File: src/rtl/int_controller.sv
// Interrupt entry sequencer: synchronizes an external interrupt, flushes decode, pushes context,
// fetches the two-word vector and loads the PC. Define INT_FLAGS_SAVE_EN to also push the flags.
module int_controller (
  input  logic        clk,
  input  logic        rst,
  input  logic        interrupt_signal,
  input  logic [31:0] pc_current,
  input  logic [2:0]  flags,
  input  logic        branch_pending,
  input  logic        rti_done,
  input  logic [15:0] vector_data,
  output logic        stall_fetch,
  output logic        flush_decode,
  output logic        push_valid,
  output logic [15:0] push_data,
  output logic        vector_read,
  output logic [15:0] vector_addr,
  output logic        pc_load,
  output logic [31:0] pc_load_value,
  output logic        int_ack,
  output logic        int_busy
);

  typedef enum logic [3:0] {
    StIdle,
    StFlush,
    StPushPch,
    StPushPcl,
`ifdef INT_FLAGS_SAVE_EN
    StPushFlg,
`endif
    StVecLo,
    StVecHi,
    StLoad,
    StInIsr
  } state_e;

  state_e      state_q, state_d;
  logic        sync1_q, sync2_q, sync3_q;
  logic        pending_q, pending_d;
  logic [31:0] saved_pc_q;
  logic [15:0] vec_hi_q;
  logic        edge_det;

  assign edge_det = sync2_q & ~sync3_q;

`ifndef INT_FLAGS_SAVE_EN
  logic unused_flags;
  assign unused_flags = ^flags;
`endif

  always_ff @(posedge clk) begin
    if (!rst) begin
      state_q    <= StIdle;
      sync1_q    <= 1'b0;
      sync2_q    <= 1'b0;
      sync3_q    <= 1'b0;
      pending_q  <= 1'b0;
      saved_pc_q <= 32'h0;
      vec_hi_q   <= 16'h0;
    end else begin
      state_q   <= state_d;
      sync1_q   <= interrupt_signal;
      sync2_q   <= sync1_q;
      sync3_q   <= sync2_q;
      pending_q <= pending_d;
      if (state_q == StFlush) saved_pc_q <= pc_current;
      if (state_q == StVecHi) vec_hi_q <= vector_data;
    end
  end

  always_comb begin
    state_d   = state_q;
    pending_d = pending_q;
    if (edge_det) pending_d = 1'b1;
    unique case (state_q)
      StIdle: begin
        if ((edge_det || pending_q) && !branch_pending) state_d = StFlush;
      end
      StFlush: begin
        // Entry consumes the pending request; only an edge seen this cycle survives.
        pending_d = edge_det;
        state_d   = StPushPch;
      end
      StPushPch: state_d = StPushPcl;
`ifdef INT_FLAGS_SAVE_EN
      StPushPcl: state_d = StPushFlg;
      StPushFlg: state_d = StVecLo;
`else
      StPushPcl: state_d = StVecLo;
`endif
      StVecLo: state_d = StVecHi;
      StVecHi: state_d = StLoad;
      StLoad:  state_d = StInIsr;
      StInIsr: begin
        if (rti_done) state_d = StIdle;
      end
      default: state_d = StIdle;
    endcase
  end

  always_comb begin
    stall_fetch   = 1'b0;
    flush_decode  = 1'b0;
    push_valid    = 1'b0;
    push_data     = 16'h0;
    vector_read   = 1'b0;
    vector_addr   = 16'h0;
    pc_load       = 1'b0;
    pc_load_value = 32'h0;
    int_ack       = 1'b0;
    int_busy      = (state_q != StIdle);
    unique case (state_q)
      StFlush: begin
        stall_fetch  = 1'b1;
        flush_decode = 1'b1;
        int_ack      = 1'b1;
      end
      StPushPch: begin
        stall_fetch = 1'b1;
        push_valid  = 1'b1;
        push_data   = saved_pc_q[31:16];
      end
      StPushPcl: begin
        stall_fetch = 1'b1;
        push_valid  = 1'b1;
        push_data   = saved_pc_q[15:0];
      end
`ifdef INT_FLAGS_SAVE_EN
      StPushFlg: begin
        stall_fetch = 1'b1;
        push_valid  = 1'b1;
        push_data   = {13'b0, flags};
      end
`endif
      StVecLo: begin
        stall_fetch = 1'b1;
        vector_read = 1'b1;
      end
      StVecHi: begin
        stall_fetch = 1'b1;
        vector_read = 1'b1;
        vector_addr = 16'd1;
      end
      StLoad: begin
        stall_fetch   = 1'b1;
        pc_load       = 1'b1;
        pc_load_value = {vec_hi_q, vector_data};
      end
      default: ;
    endcase
  end

endmodule
File: config.mk
export PLATFORM = sky130hd
export DESIGN_NAME = int_controller
export DESIGN_NICKNAME = d
export VERILOG_FILES = /design/src/rtl/int_controller.sv
export SDC_FILE = /design/constraint.sdc
export NUM_CORES = 1
export LEC_CHECK = 0
export BUFFER_PORTS_ARGS = -buffer_cell sky130_fd_sc_hd__buf_2
export CAP_MARGIN = 20
export CORE_UTILIZATION = 46
export CTS_BUF_LIST = sky130_fd_sc_hd__clkbuf_8
export DETAILED_ROUTE_END_ITERATION = 16
export PLACE_DENSITY = 0.8
export SETUP_SLACK_MARGIN = 0.05
export SLEW_MARGIN = 0
export SYNTH_ARGS = -nofsm -noshare
export SYNTH_HDL_FRONTEND = slang
export SYNTH_SLANG_ARGS = --single-unit
File: constraint.sdc
create_clock -name clk -period 3.8 [get_ports clk]
set_input_delay 0.38 -clock clk [delete_from_list [all_inputs] [get_ports clk]]
set_output_delay 0.38 -clock clk [all_outputs]
set_load 0.02 [all_outputs]
---- Word level (Yosys, flattened, before mapping) ----
Cells that the tools add are included.
operators by class
  equality and inequality tests ........... 9
  reductions and logical operators ........ 10
  bitwise logic cells ..................... 2
  muxes and demuxes ....................... 13
operators with widths
  kind                                            number
  2-to-1 mux 32 bit                               1
  case mux 16 bit (2 select lines)                1
  case mux 4 bit (8 select lines)                 1
  == test 4 x 3 -> 1 bit (second input constant)  4
  == test 4 x 2 -> 1 bit (second input constant)  2
  2-to-1 mux 1 bit                                8
  2-to-1 mux 4 bit                                2
  OR reduction 6 bit                              1
  == test 4 x 1 -> 1 bit (second input constant)  1
  logical NOT 4 bit                               1
  inequality test 2 bit (second input constant)   2
  nonzero test 4 bit                              1
  OR reduction 2 bit                              2
  AND reduction 2 bit                             1
  nonzero test 2 bit                              1
  bitwise AND 1 bit                               1
  logical AND 1 bit                               1
  logical NOT 1 bit                               1
  logical OR 1 bit                                1
  NOT 1 bit                                       1
storage, ports and cells
  output and inout bits ................... 71
  word-level logic and storage cells ...... 41
  input port bits ......................... 56
  bits in registers ....................... 56

---- Logic depth before layout (Yosys ltp) ----
Gate-level depths: netlist of the first run.
  depth after elaboration ................. 6
  mapped depth ............................ 6
  gate-level depth less buffers ........... 4

---- Least setup slack after synthesis of the first run ----
Ideal clock, no wire load.
  path kind ............................... flip-flop to output port
  from .................................... reg state_q[1]
  to ...................................... out pc_load_value[22]
  path slack .............................. 2131 ps
  required time ........................... 3420 ps
  stages on the path, launching flop included .. 4
  buffers on the path ..................... 1
  data arrival time ....................... 1289 ps
  path through ............................ dfxtp_1 -> and3b_1 -> clkbuf_1 -> and2_1
between the ends
  cells in the longest elaborated chain, start to end .. 2
ends and longest elaborated chain
  what                    RTL line  RTL
  start, declared         38        state_e state_q, state_d;
  start signal, assigned  54        state_q <= StIdle;
  start signal, assigned  62        state_q <= state_d;
  == test 4 x 3 -> 1 bit  113       unique case (state_q)
  2-to-1 mux 32 bit       113
  end, declared           19        output logic [31:0] pc_load_value,
No other way between the ends.

---- Final worst setup path of the first run ----
  from .................................... reg state_q[2]
  to ...................................... out flush_decode
between the ends
  cells in the longest elaborated chain, start to end .. 2
ends and longest elaborated chain
  what                    RTL line  RTL
  == test 4 x 1 -> 1 bit  113
  2-to-1 mux 1 bit        113
  end, declared           13        output logic flush_decode,
No other way between the ends.

==> results of run 1 <==
[state kept, by name, indices dropped and copies added (netlist names)]
name and flops:
saved_pc_q 32, state_q 3, sync1_q 1, sync2_q 1
sync3_q 1, vec_hi_q 16, pending_q 1
[where the power goes]
| part | internal (mW) | leakage (nW) | switching (mW) | total (mW) |
|---|---|---|---|---|
| clock network | 0.164 | 0.0557 | 0.175 | 0.339 |
| registers | 0.596 | 0.445 | 0.0110 | 0.607 |
| logic | 0.0546 | 0.919 | 0.0880 | 0.143 |
[worst reg2reg max path, stage by stage (launching register included)]
cell      delay, ns
dfxtp_1        0.54
or3b_1         0.35
buf_16         0.21
clkinv_2       0.39
nand2_1        0.21
a21oi_1        0.08
[stage by stage]
step                      hold slack, ns  area, µm²  util [%]  std cells  power [mW]
after CTS                         0.2873       3094     59.45        494       1.096
after global placement            0.4162       2994     57.52        486      0.7554
after floorplan                   0.4118       2586         -        344      0.7259
after detailed placement          0.4229       2994     57.52        486      0.7584
after global routing              0.2917       3122     59.98        495       1.139
final                             0.2986       3122     59.98        495       1.088
[final cells by class]
type / count / area (µm²)
inverter: 4 / 16.27
clock buffer: 7 / 96.34
tap: 70 / 87.58
clock inverter: 1 / 3.754
multi-input combinational: 247 / 1234
fill: 505 / 2083
sequential: 55 / 1101
timing repair buffer: 111 / 583.1
[layer usage]
layer	GRT usage [%]	vias up
li1	-	1206
met1	18.82	1054
met2	35.59	97
met3	5.868	2
met4	4.231	0
met5	0	-
[kinds of logic after synthesis]
family                 Yosys count  synth area share, %
multiplexers                    16                6.321
AO/OA/AOI/OAI                   56                11.51
other                            1               0.1480
AND/OR/NAND/NOR                160                28.64
flip-flops                      55                43.46
buffers and inverters           42                9.926
[layout by cell type (no fill, tap or decap)]
master    count
nand3b_1      1
o21bai_1      1
nor2b_1       2
or3_1         1
buf_16        1
or3b_1        1
conb_1       15
and3b_1       1
inv_1         3
nand3_1       1
mux2i_1      16
clkinv_1      1
a31oi_1       1
o211a_1       1
nor2_1       18
nand2_1      96
clkinv_2      1
dfxtp_1      55
buf_2       108
nand2b_1      2
a21boi_0      1
buf_4         2
a21oi_1      50
clkbuf_8      7
nand3b_2      1
and2_1       36
o21ai_0       2
[worst min-delay path by stage]
stage	endpoint	slack, ns	cells past startpoint
2_1_floorplan	sync2_q	0.41	1
3_3_place_gp	sync2_q	0.42	1
3_5_place_dp	sync2_q	0.42	1
4_1_cts	sync1_q	0.29	2
5_1_grt	saved_pc_q[14]	0.29	3
6_report	sync1_q	0.30	2
==> impl_metrics.py, run 1 <==
metrics = {
    "clocking": {
        "cts_max_level": 2,
        "numCtsBuffers": 5,
        "cts_resized": 0,
        "clk_path_buf_depth": 2,
        "clk_latency_ns": 0.30,
        "post_cts_buffers": 0,
        "clkSlewWorstSetupHoldPaths_ns": 0.09,
        "postCtsHoldBufs": 0,
        "cts-root-buf": "clkbuf_8",
        "cts_tree": "done",
        "clock_sinks": 55,
    },
    "timing": {
        "setup_violations": 0,
        "finClkSkew_ns": 0.005037,
        "timing.final.crit_share_pct": 65.44,
        "rsz0062_at_grt": "no",
        "slew_violations": 0,
        "fin_setup_tns_ns": 0,
        "fmax_ghz": 0.4021,
        "post-route-min-period_ns": 2.487,
        "worst_slew_pin_slew_ns": 0.7737,
        "hold_violations": 0,
        "slew_headroom_pct": 48.42,
        "layout_setup_ws_ns": 1.313,
    },
    "floorplan": {
        "initial_core_util_pct": 48.68,
        "io_pins": 127,
        "fp.coreArea_um2": 5205,
        "die_area_um2": 5809,
        "fp.dieW_um": 76.22,
        "die_y_um": 76.22,
        "rows": 26,
    },
    "route": {
        "routed_via_density": 4.766,
        "dr_wl_met2_um": 2720,
        "wl_met3_um": 401,
        "wirelength_um": 5470,
        "drtPass1Iterations": 4,
        "drc_errors": 0,
        "drtIter0Drc": 70,
        "vias": 2359,
        "detail-route-antenna-nets": 0,
        "wl_met1_um": 2331,
        "wire_per_inst_um": 11.05,
        "highest_layer": "met4",
    },
    "grt": {
        "antenna_found_initial": 0,
        "grt_max_degree": 51,
        "overflow": 0,
        "grt_pass1_vias": 2040,
        "grtUsageTotal_pct": 18.34,
        "grt_pass1_wl_um": 8714,
    },
    "worst_setup_path": {
        "worstSetupEndpointType": "output port",
        "crit_chain": "or3b_1 > buf_16 > clkinv_2 > buf_2",
        "slowest_stage": "dfxtp_1",
        "critPathCapture": "flush_decode",
        "start_kind": "flip-flop",
        "cp.arrival_ns": 2.11,
        "max_stage_delay_ns": 0.54,
        "rrSetupSlack_ns": 1.88,
        "reg2reg_depth": 5,
        "cp-startpoint": "state_q[2]",
        "worst-setup-path-type": "reg -> out",
        "crit_required_ns": 3.42,
        "path_delay_family": "buffers and inverters",
        "r2r-end": "saved_pc_q[6]",
        "r2r-start": "state_q[2]",
        "crit_fanout": 34,
        "cp_num_cells": 4,
        "path_buf_inv": 3,
    },
    "synthesis": {
        "ys_types": 27,
        "syn_inst": 330,
        "yosys_register_bits": 55,
        "synth_seq_area_share_pct": 43.46,
        "yosysMostFrequentCell": "nand2_1",
        "synth_edf_count": 0,
        "synth_commonest_cells": "96 x nand2_1, 55 x dfxtp_1, 50 x a21oi_1, 36 x and2_1, 18 x nor2_1",
        "synthTopCellsByArea": "dfxtp_1 43%, nand2_1 14%, a21oi_1 9.9%, and2_1 8.9%, mux2i_1 6.3%",
        "syn_area_um2": 2534,
        "synth-async-reset-ratio_pct": 0,
        "syn_avg_cell_area_um2": 7.678,
        "synthFlopType": "dfxtp_1",
        "synth_top_area_cell": "dfxtp_1",
        "yosysWarningCount": 0,
        "synth_top_cell_area_share_pct": 43.46,
    },
    "worst_hold_path": {
        "min_from": "interrupt_signal",
        "hold_path_class": "in -> reg",
    },
    "finish": {
        "area_growth_pct": 23.21,
        "drive_gt1_share_pct": 28.24,
        "nNetsFinal": 480,
        "antenna_cells": 0,
    },
    "outcome": {
        "status": "complete, no violations",
    },
    "pwr": {
        "p_leak_nw": 1.420,
        "vdd_ir_drop_max_mv": 0.2058,
        "p_per_area_nw_per_um2": 348.5,
    },
    "place": {
        "gp_congestion": 0.7483,
        "dpl.hpwl_um": 3769,
        "io_buffers": 108,
        "dp_slack_ns": 0.8721,
    },
    "flow_run": {
        "maxCapViolCount": 0,
    },
}
Note: power is estimated with default switching activity, not from simulation.
==> inputs of run 2 (changes only) <==
--- a/config.mk
+++ b/config.mk
@@ -5,6 +5,7 @@
 export SDC_FILE = /design/constraint.sdc
 export NUM_CORES = 1
 export LEC_CHECK = 0
+export ABC_AREA = 1
 export BUFFER_PORTS_ARGS = -buffer_cell sky130_fd_sc_hd__buf_2
 export CAP_MARGIN = 20
 export CORE_UTILIZATION = 46
==> constraint.sdc (replaced) <==
create_clock -name clk -period 2.3 [get_ports clk]
set_input_delay 0.23 -clock clk [delete_from_list [all_inputs] [get_ports clk]]
set_output_delay 0.23 -clock clk [all_outputs]
set_load 0.02 [all_outputs]
==> run 2 against run 1 <==
  * Clock power grew 66%
  * Flip-flop and latch count is the same
  * Routed wire length grew 0.88%
  * Global-route usage grew 1.3 points
  * Critical path type unchanged
  * Largest power group unchanged
==> impl_metrics.py, run 2 <==
metrics = {
    "worst_setup_path": {
        "r2r-start": "state_q[2]",
        "slowest_stage": "dfxtp_1",
        "crit_fanout": 21,
        "crit_chain": "inv_2 > nand3_1 > buf_4 > o21ai_0 > buf_2",
        "crit_required_ns": 2.07,
        "path_buf_inv": 3,
        "start_kind": "flip-flop",
        "worstSetupEndpointType": "output port",
        "path_delay_family": "buffers and inverters",
        "cp.arrival_ns": 1.78,
        "rrSetupSlack_ns": 0.68,
        "worst-setup-path-type": "reg -> out",
        "reg2reg_depth": 6,
        "r2r-end": "saved_pc_q[24]",
        "max_stage_delay_ns": 0.38,
    },
    "outcome": {
        "status": "complete, no violations",
    },
    "synthesis": {
        "syn_inst": 379,
        "synthFlopType": "dfxtp_1",
        "syn_avg_cell_area_um2": 6.731,
        "yosysMostFrequentCell": "nor2_1",
        "ys_types": 17,
        "synthTopCellsByArea": "dfxtp_1 43%, nor2_1 15%, o21ai_0 11%, inv_1 8.7%, buf_4 5.9%",
        "synth_commonest_cells": "102 x nor2_1, 59 x inv_1, 56 x o21ai_0, 55 x dfxtp_1, 20 x buf_4",
        "synth-async-reset-ratio_pct": 0,
        "yosysWarningCount": 0,
        "yosys_register_bits": 55,
        "synth_seq_area_share_pct": 43.16,
        "syn_area_um2": 2551,
        "synth_edf_count": 0,
        "synth_top_area_cell": "dfxtp_1",
        "synth_top_cell_area_share_pct": 43.16,
    },
    "finish": {
        "multi_input_area_um2": 1030,
        "seqCellArea_um2": 1101,
        "mostFrequentLayoutCells": "108 x buf_2, 102 x nor2_1, 60 x inv_1",
        "antenna_cells": 0,
        "stdcell_area_um2": 3129,
        "drive_gt1_share_pct": 26.53,
        "nNetsFinal": 530,
        "area_growth_pct": 22.66,
        "top_regs": "saved_pc_q (32), vec_hi_q (16), state_q (3)",
        "fin_util_pct": 59.75,
        "nFillCells": 533,
        "largest_reg_flops": 32,
        "final_common_cell": "buf_2",
        "finalNonFillerCells": 545,
        "top_register": "saved_pc_q",
    },
    "grt": {
        "met1_usage_pct": 21.02,
        "busiest_layer": "met2",
        "met2_usage_pct": 37.12,
        "antenna_found_initial": 0,
        "met3_usage_pct": 4.551,
        "grt_pass1_vias": 2286,
        "overflow": 0,
        "grt_max_degree": 55,
        "grtUsageTotal_pct": 19.69,
        "grt_pass1_wl_um": 9466,
    },
    "clocking": {
        "clkSlewWorstSetupHoldPaths_ns": 0.09,
        "cts-root-buf": "clkbuf_8",
        "postCtsHoldBufs": 0,
        "clk_latency_ns": 0.30,
        "cts_resized": 0,
        "cts_max_level": 2,
        "numCtsBuffers": 5,
        "cts_tree": "done",
        "clk_path_buf_depth": 2,
        "clock_sinks": 55,
        "post_cts_buffers": 0,
    },
    "route": {
        "drtPass1Iterations": 4,
        "wire_per_inst_um": 10.12,
        "drtIter0Drc": 157,
        "wirelength_um": 5518,
        "detail-route-antenna-nets": 0,
        "drc_errors": 0,
        "vias": 2502,
        "routed_via_density": 4.591,
    },
    "place": {
        "place_area_um2": 3029,
        "dpl.hpwl_um": 3971,
        "dp_cells": 537,
        "io_buffers": 108,
        "gp_congestion": 0.7807,
    },
    "pwr": {
        "internal_power_mw": 1.546,
        "p_leak_nw": 1.580,
        "combPwrFrac_pct": 24.4,
        "seqPwrFrac_pct": 50.8,
        "vdd_ir_drop_max_mv": 0.3675,
        "clkPwrFrac_pct": 24.8,
        "p_sw_share_pct": 31.94,
        "p_per_area_nw_per_um2": 726.0,
        "switchingPower_uw": 725.7,
    },
    "timing": {
        "timing.final.crit_share_pct": 87.45,
        "setup_violations": 0,
        "hold_violations": 0,
        "fmax_ghz": 0.4972,
        "rsz0062_at_grt": "no",
        "worst_slew_pin_slew_ns": 0.7758,
        "post-route-min-period_ns": 2.011,
        "slew_violations": 0,
        "finClkSkew_ns": 0.005776,
        "slew_headroom_pct": 48.28,
        "hold_ws_ns": 0.1159,
        "fin_setup_tns_ns": 0,
    },
    "floorplan": {
        "io_pins": 127,
        "die_area_um2": 5848,
        "fp.dieW_um": 76.47,
        "rows": 26,
        "fp.coreArea_um2": 5238,
        "die_y_um": 76.47,
        "initial_core_util_pct": 48.71,
    },
    "flow_run": {
        "maxCapViolCount": 0,
    },
    "worst_hold_path": {
        "min_from": "interrupt_signal",
        "hold_path_class": "in -> reg",
        "hold_depth": 3,
        "hold_path_end": "sync1_q",
    },
}
run 2: changes by cell type in the layout (fill, tap and decap cells not counted), sizes merged, moves of 16 or more:
cell / before / now
nor2: 18 / 102
nand2: 96 / 13
inv: 3 / 65
o21ai: 2 / 64
and2: 36 / 0
a21oi: 50 / 19
nand3: 1 / 20
mux2i: 16 / 0
run 2: cell families after synthesis:
family / share of synthesized area, %
compound gates: 16.53
buf+inv: 18.54
other cells: 0.1470
simple gates: 21.63
flops: 43.16
run 2: area by class of cell:
cell class,count,share of cell area (%)
Multi-Input combinational cell,236,32.91
Clock buffer,7,3.079
Tap cell,70,2.799
Clock inverter,1,0.1200
Inverter,64,7.677
Timing Repair Buffer,112,18.23
Sequential cell,55,35.19
run 2: per-layer routing:
layer | vias up | share of wire, % | wire length, µm
met1 | 1091 | 44 | 2453
met4 | 0 | 1.9 | 103
li1 | 1324 | - | -
met5 | - | 0 | 0
met3 | 11 | 4.9 | 271
met2 | 76 | 49 | 2690
run 2: worst reg2reg max path, delay by kind of cell (launching register included):
| family | cells | cell delay (ns) |
|---|---|---|
| DFF | 1 | 0.38 |
| buffers and inverters | 3 | 0.87 |
| and+or+nand+nor | 3 | 0.30 |
run 2: worst max-delay path by stage:
stage / from / cells past startpoint / end / slack [ns]
finish: state_q[2] / 5 / push_data[10] / 0.29
global route: state_q[2] / 5 / push_data[0] / 0.20
CTS: state_q[2] / 5 / push_data[5] / 0.29
detailed placement: state_q[2] / 5 / push_data[5] / 0.63
global placement: state_q[2] / 5 / push_data[10] / 0.65
floorplan: state_q[1] / 3 / push_data[0] / 0.83
run 2: per-stage QoR:
stage | setup WS (ns) | power (mW)
floorplan | 0.8280 | 1.603
global placement | 0.6487 | 1.715
detailed placement | 0.6344 | 1.732
CTS | 0.2889 | 2.294
global route | 0.2004 | 2.429
finish | 0.2887 | 2.272
run 2: power by group through the flow:
| stage | registers (mW) | clock network (mW) | logic [mW] |
|---|---|---|---|
| 2_1_floorplan | 1.16 | 0 | 0.444 |
| 3_3_place_gp | 1.17 | 0 | 0.544 |
| 3_5_place_dp | 1.18 | 0 | 0.555 |
| 4_1_cts | 1.15 | 0.584 | 0.556 |
| 5_1_grt | 1.17 | 0.622 | 0.635 |
| 6_report | 1.15 | 0.564 | 0.553 |
==> inputs of run 3 (changes only) <==
--- a/config.mk
+++ b/config.mk
@@ -11,7 +11,7 @@
 export CORE_UTILIZATION = 46
 export CTS_BUF_LIST = sky130_fd_sc_hd__clkbuf_8
 export DETAILED_ROUTE_END_ITERATION = 16
-export PLACE_DENSITY = 0.8
+export PLACE_DENSITY = 0.88
 export SETUP_SLACK_MARGIN = 0.05
 export SLEW_MARGIN = 0
 export SYNTH_ARGS = -nofsm -noshare
==> run 3 against run 2 <==
  * Design area rose by 0.56%
  * Core utilization rose by 0.33 points
  * First-iteration DRC count fell by 13%
  * Critical path depth fell by 1
  * Routed wire length rose by 3.8%
  * Non-clock buffer count did not move
  * Clock skew rose by 0.0041 ns
  * Worst hold slack improved by 0.015 ns
  * Clock power rose by 14%
==> impl_metrics.py, run 3 (synthesized netlist as in run 2, its figures left out) <==
metrics = {
    "floorplan": {
        "io_pins": 127,
        "fp.dieW_um": 76.47,
        "die_y_um": 76.47,
        "rows": 26,
        "die_area_um2": 5848,
        "initial_core_util_pct": 48.71,
        "fp.coreArea_um2": 5238,
    },
    "place": {
        "io_buffers": 108,
        "dpl.hpwl_um": 4028,
        "dp_cells": 537,
        "gp_congestion": 0.8182,
    },
    "clocking": {
        "clock_sinks": 55,
        "cts-root-buf": "clkbuf_8",
        "post_cts_buffers": 0,
        "cts_max_level": 2,
        "clk_latency_ns": 0.30,
        "cts_resized": 0,
        "cts_tree": "done",
        "postCtsHoldBufs": 0,
        "numCtsBuffers": 5,
        "clkSlewWorstSetupHoldPaths_ns": 0.09,
        "clk_path_buf_depth": 2,
    },
    "timing": {
        "slew_headroom_pct": 48.45,
        "fin_setup_tns_ns": 0,
        "hold_violations": 0,
        "finClkSkew_ns": 0.009862,
        "fmax_ghz": 0.5042,
        "slew_violations": 0,
        "rsz0062_at_grt": "no",
        "setup_violations": 0,
        "post-route-min-period_ns": 1.983,
        "worst_slew_pin_slew_ns": 0.7733,
        "timing.final.crit_share_pct": 86.23,
    },
    "pwr": {
        "combPwrFrac_pct": 23.7,
        "clkPwrFrac_pct": 27.3,
        "p_leak_nw": 1.586,
        "p_sw_share_pct": 30.96,
        "switchingPower_uw": 729.8,
        "p_per_area_nw_per_um2": 749.2,
        "seqPwrFrac_pct": 49.0,
        "vdd_ir_drop_max_mv": 0.4296,
        "internal_power_mw": 1.628,
    },
    "worst_setup_path": {
        "path_buf_inv": 3,
        "crit_fanout": 25,
        "crit_chain": "inv_2 > nand3_2 > inv_2 > buf_2",
        "reg2reg_depth": 6,
        "crit_required_ns": 2.07,
        "start_kind": "flip-flop",
        "rrSetupSlack_ns": 0.63,
        "crit_top_cell": "inv_2",
        "slowest_stage": "dfxtp_1",
        "cp-startpoint": "state_q[2]",
        "worstSetupEndpointType": "output port",
        "worst-setup-path-type": "reg -> out",
        "r2r-end": "saved_pc_q[28]",
        "path_delay_family": "buffers and inverters",
        "cp_num_cells": 4,
        "r2r-start": "state_q[2]",
        "max_stage_delay_ns": 0.39,
        "cp.arrival_ns": 1.75,
    },
    "route": {
        "drtPass1Iterations": 4,
        "drc_errors": 0,
        "wirelength_um": 5726,
        "detail-route-antenna-nets": 0,
        "vias": 2472,
        "drtIter0Drc": 136,
        "routed_via_density": 4.536,
        "wire_per_inst_um": 10.51,
    },
    "worst_hold_path": {
        "hold_path_end": "sync1_q",
        "hold_path_class": "in -> reg",
        "hold_depth": 3,
        "min_from": "interrupt_signal",
    },
    "finish": {
        "mostFrequentLayoutCells": "108 x buf_2, 102 x nor2_1, 59 x inv_1",
        "antenna_cells": 0,
        "top_register": "saved_pc_q",
        "final_common_cell": "buf_2",
        "area_growth_pct": 23.34,
        "finalNonFillerCells": 545,
        "largest_reg_flops": 32,
        "drive_gt1_share_pct": 26.74,
        "top_regs": "saved_pc_q (32), vec_hi_q (16), state_q (3)",
        "nNetsFinal": 530,
    },
    "grt": {
        "grt_pass1_vias": 2206,
        "grt_pass1_wl_um": 9625,
        "grtUsageTotal_pct": 20.06,
        "grt_max_degree": 55,
        "antenna_found_initial": 0,
        "overflow": 0,
    },
    "outcome": {
        "status": "complete, no violations",
    },
    "flow_run": {
        "maxCapViolCount": 0,
    },
}
run 3: final cells by class:
class / instances / area, µm²
Clock inverter: 2 / 35.03
Tap cell: 70 / 87.58
Sequential cell: 55 / 1101
Fill cell: 515 / 2091
Multi-Input combinational cell: 236 / 1030
Inverter: 64 / 240.2
Clock buffer: 6 / 82.58
Timing Repair Buffer: 112 / 570.5
run 3: worst register-to-register path, stage by stage (launching register included):
cell	delay, ns
dfxtp_1	0.39
inv_2	0.31
nand3_2	0.13
inv_2	0.37
buf_4	0.27
nor2_1	0.06
nor2_1	0.09
run 3: how the worst max path moves through the flow:
stage,endpoint,slack [ns]
CTS,int_ack,0.28
global placement,int_ack,0.65
global route,push_data[10],0.13
detailed placement,int_ack,0.62
finish,flush_decode,0.32
floorplan,push_data[0],0.83
run 3: through the flow:
| stage | hold slack, ns | utilization (%) | cell area (µm²) | setup slack, ns | power, mW |
|---|---|---|---|---|---|
| 2_1_floorplan | 0.3276 | - | 2604 | 0.8280 | 1.603 |
| 3_3_place_gp | 0.3990 | 57.84 | 3029 | 0.6453 | 1.721 |
| 3_5_place_dp | 0.3969 | 57.84 | 3029 | 0.6249 | 1.739 |
| 4_1_cts | 0.1242 | 60.08 | 3147 | 0.2823 | 2.382 |
| 5_1_grt | 0.1300 | 60.08 | 3147 | 0.1275 | 2.512 |
| 6_report | 0.1305 | 60.08 | 3147 | 0.3166 | 2.358 |
run 3: routing by layer:
metal / track usage, % / part of all wire [%] / up-vias
met2: 37.03 / 52 / 58
met5: 0 / 0 / -
li1: - / - / 1320
met3: 4.192 / 3.1 / 8
met4: 7.115 / 1.4 / 0
met1: 22.54 / 44 / 1086
run 3: power groups by stage:
| stage | combinational, mW | sequential [mW] | clock, mW |
|---|---|---|---|
| after floorplan | 0.444 | 1.16 | 0 |
| after global placement | 0.551 | 1.17 | 0 |
| after detailed placement | 0.563 | 1.18 | 0 |
| after CTS | 0.564 | 1.15 | 0.663 |
| after global routing | 0.634 | 1.17 | 0.707 |
| final | 0.560 | 1.16 | 0.643 |
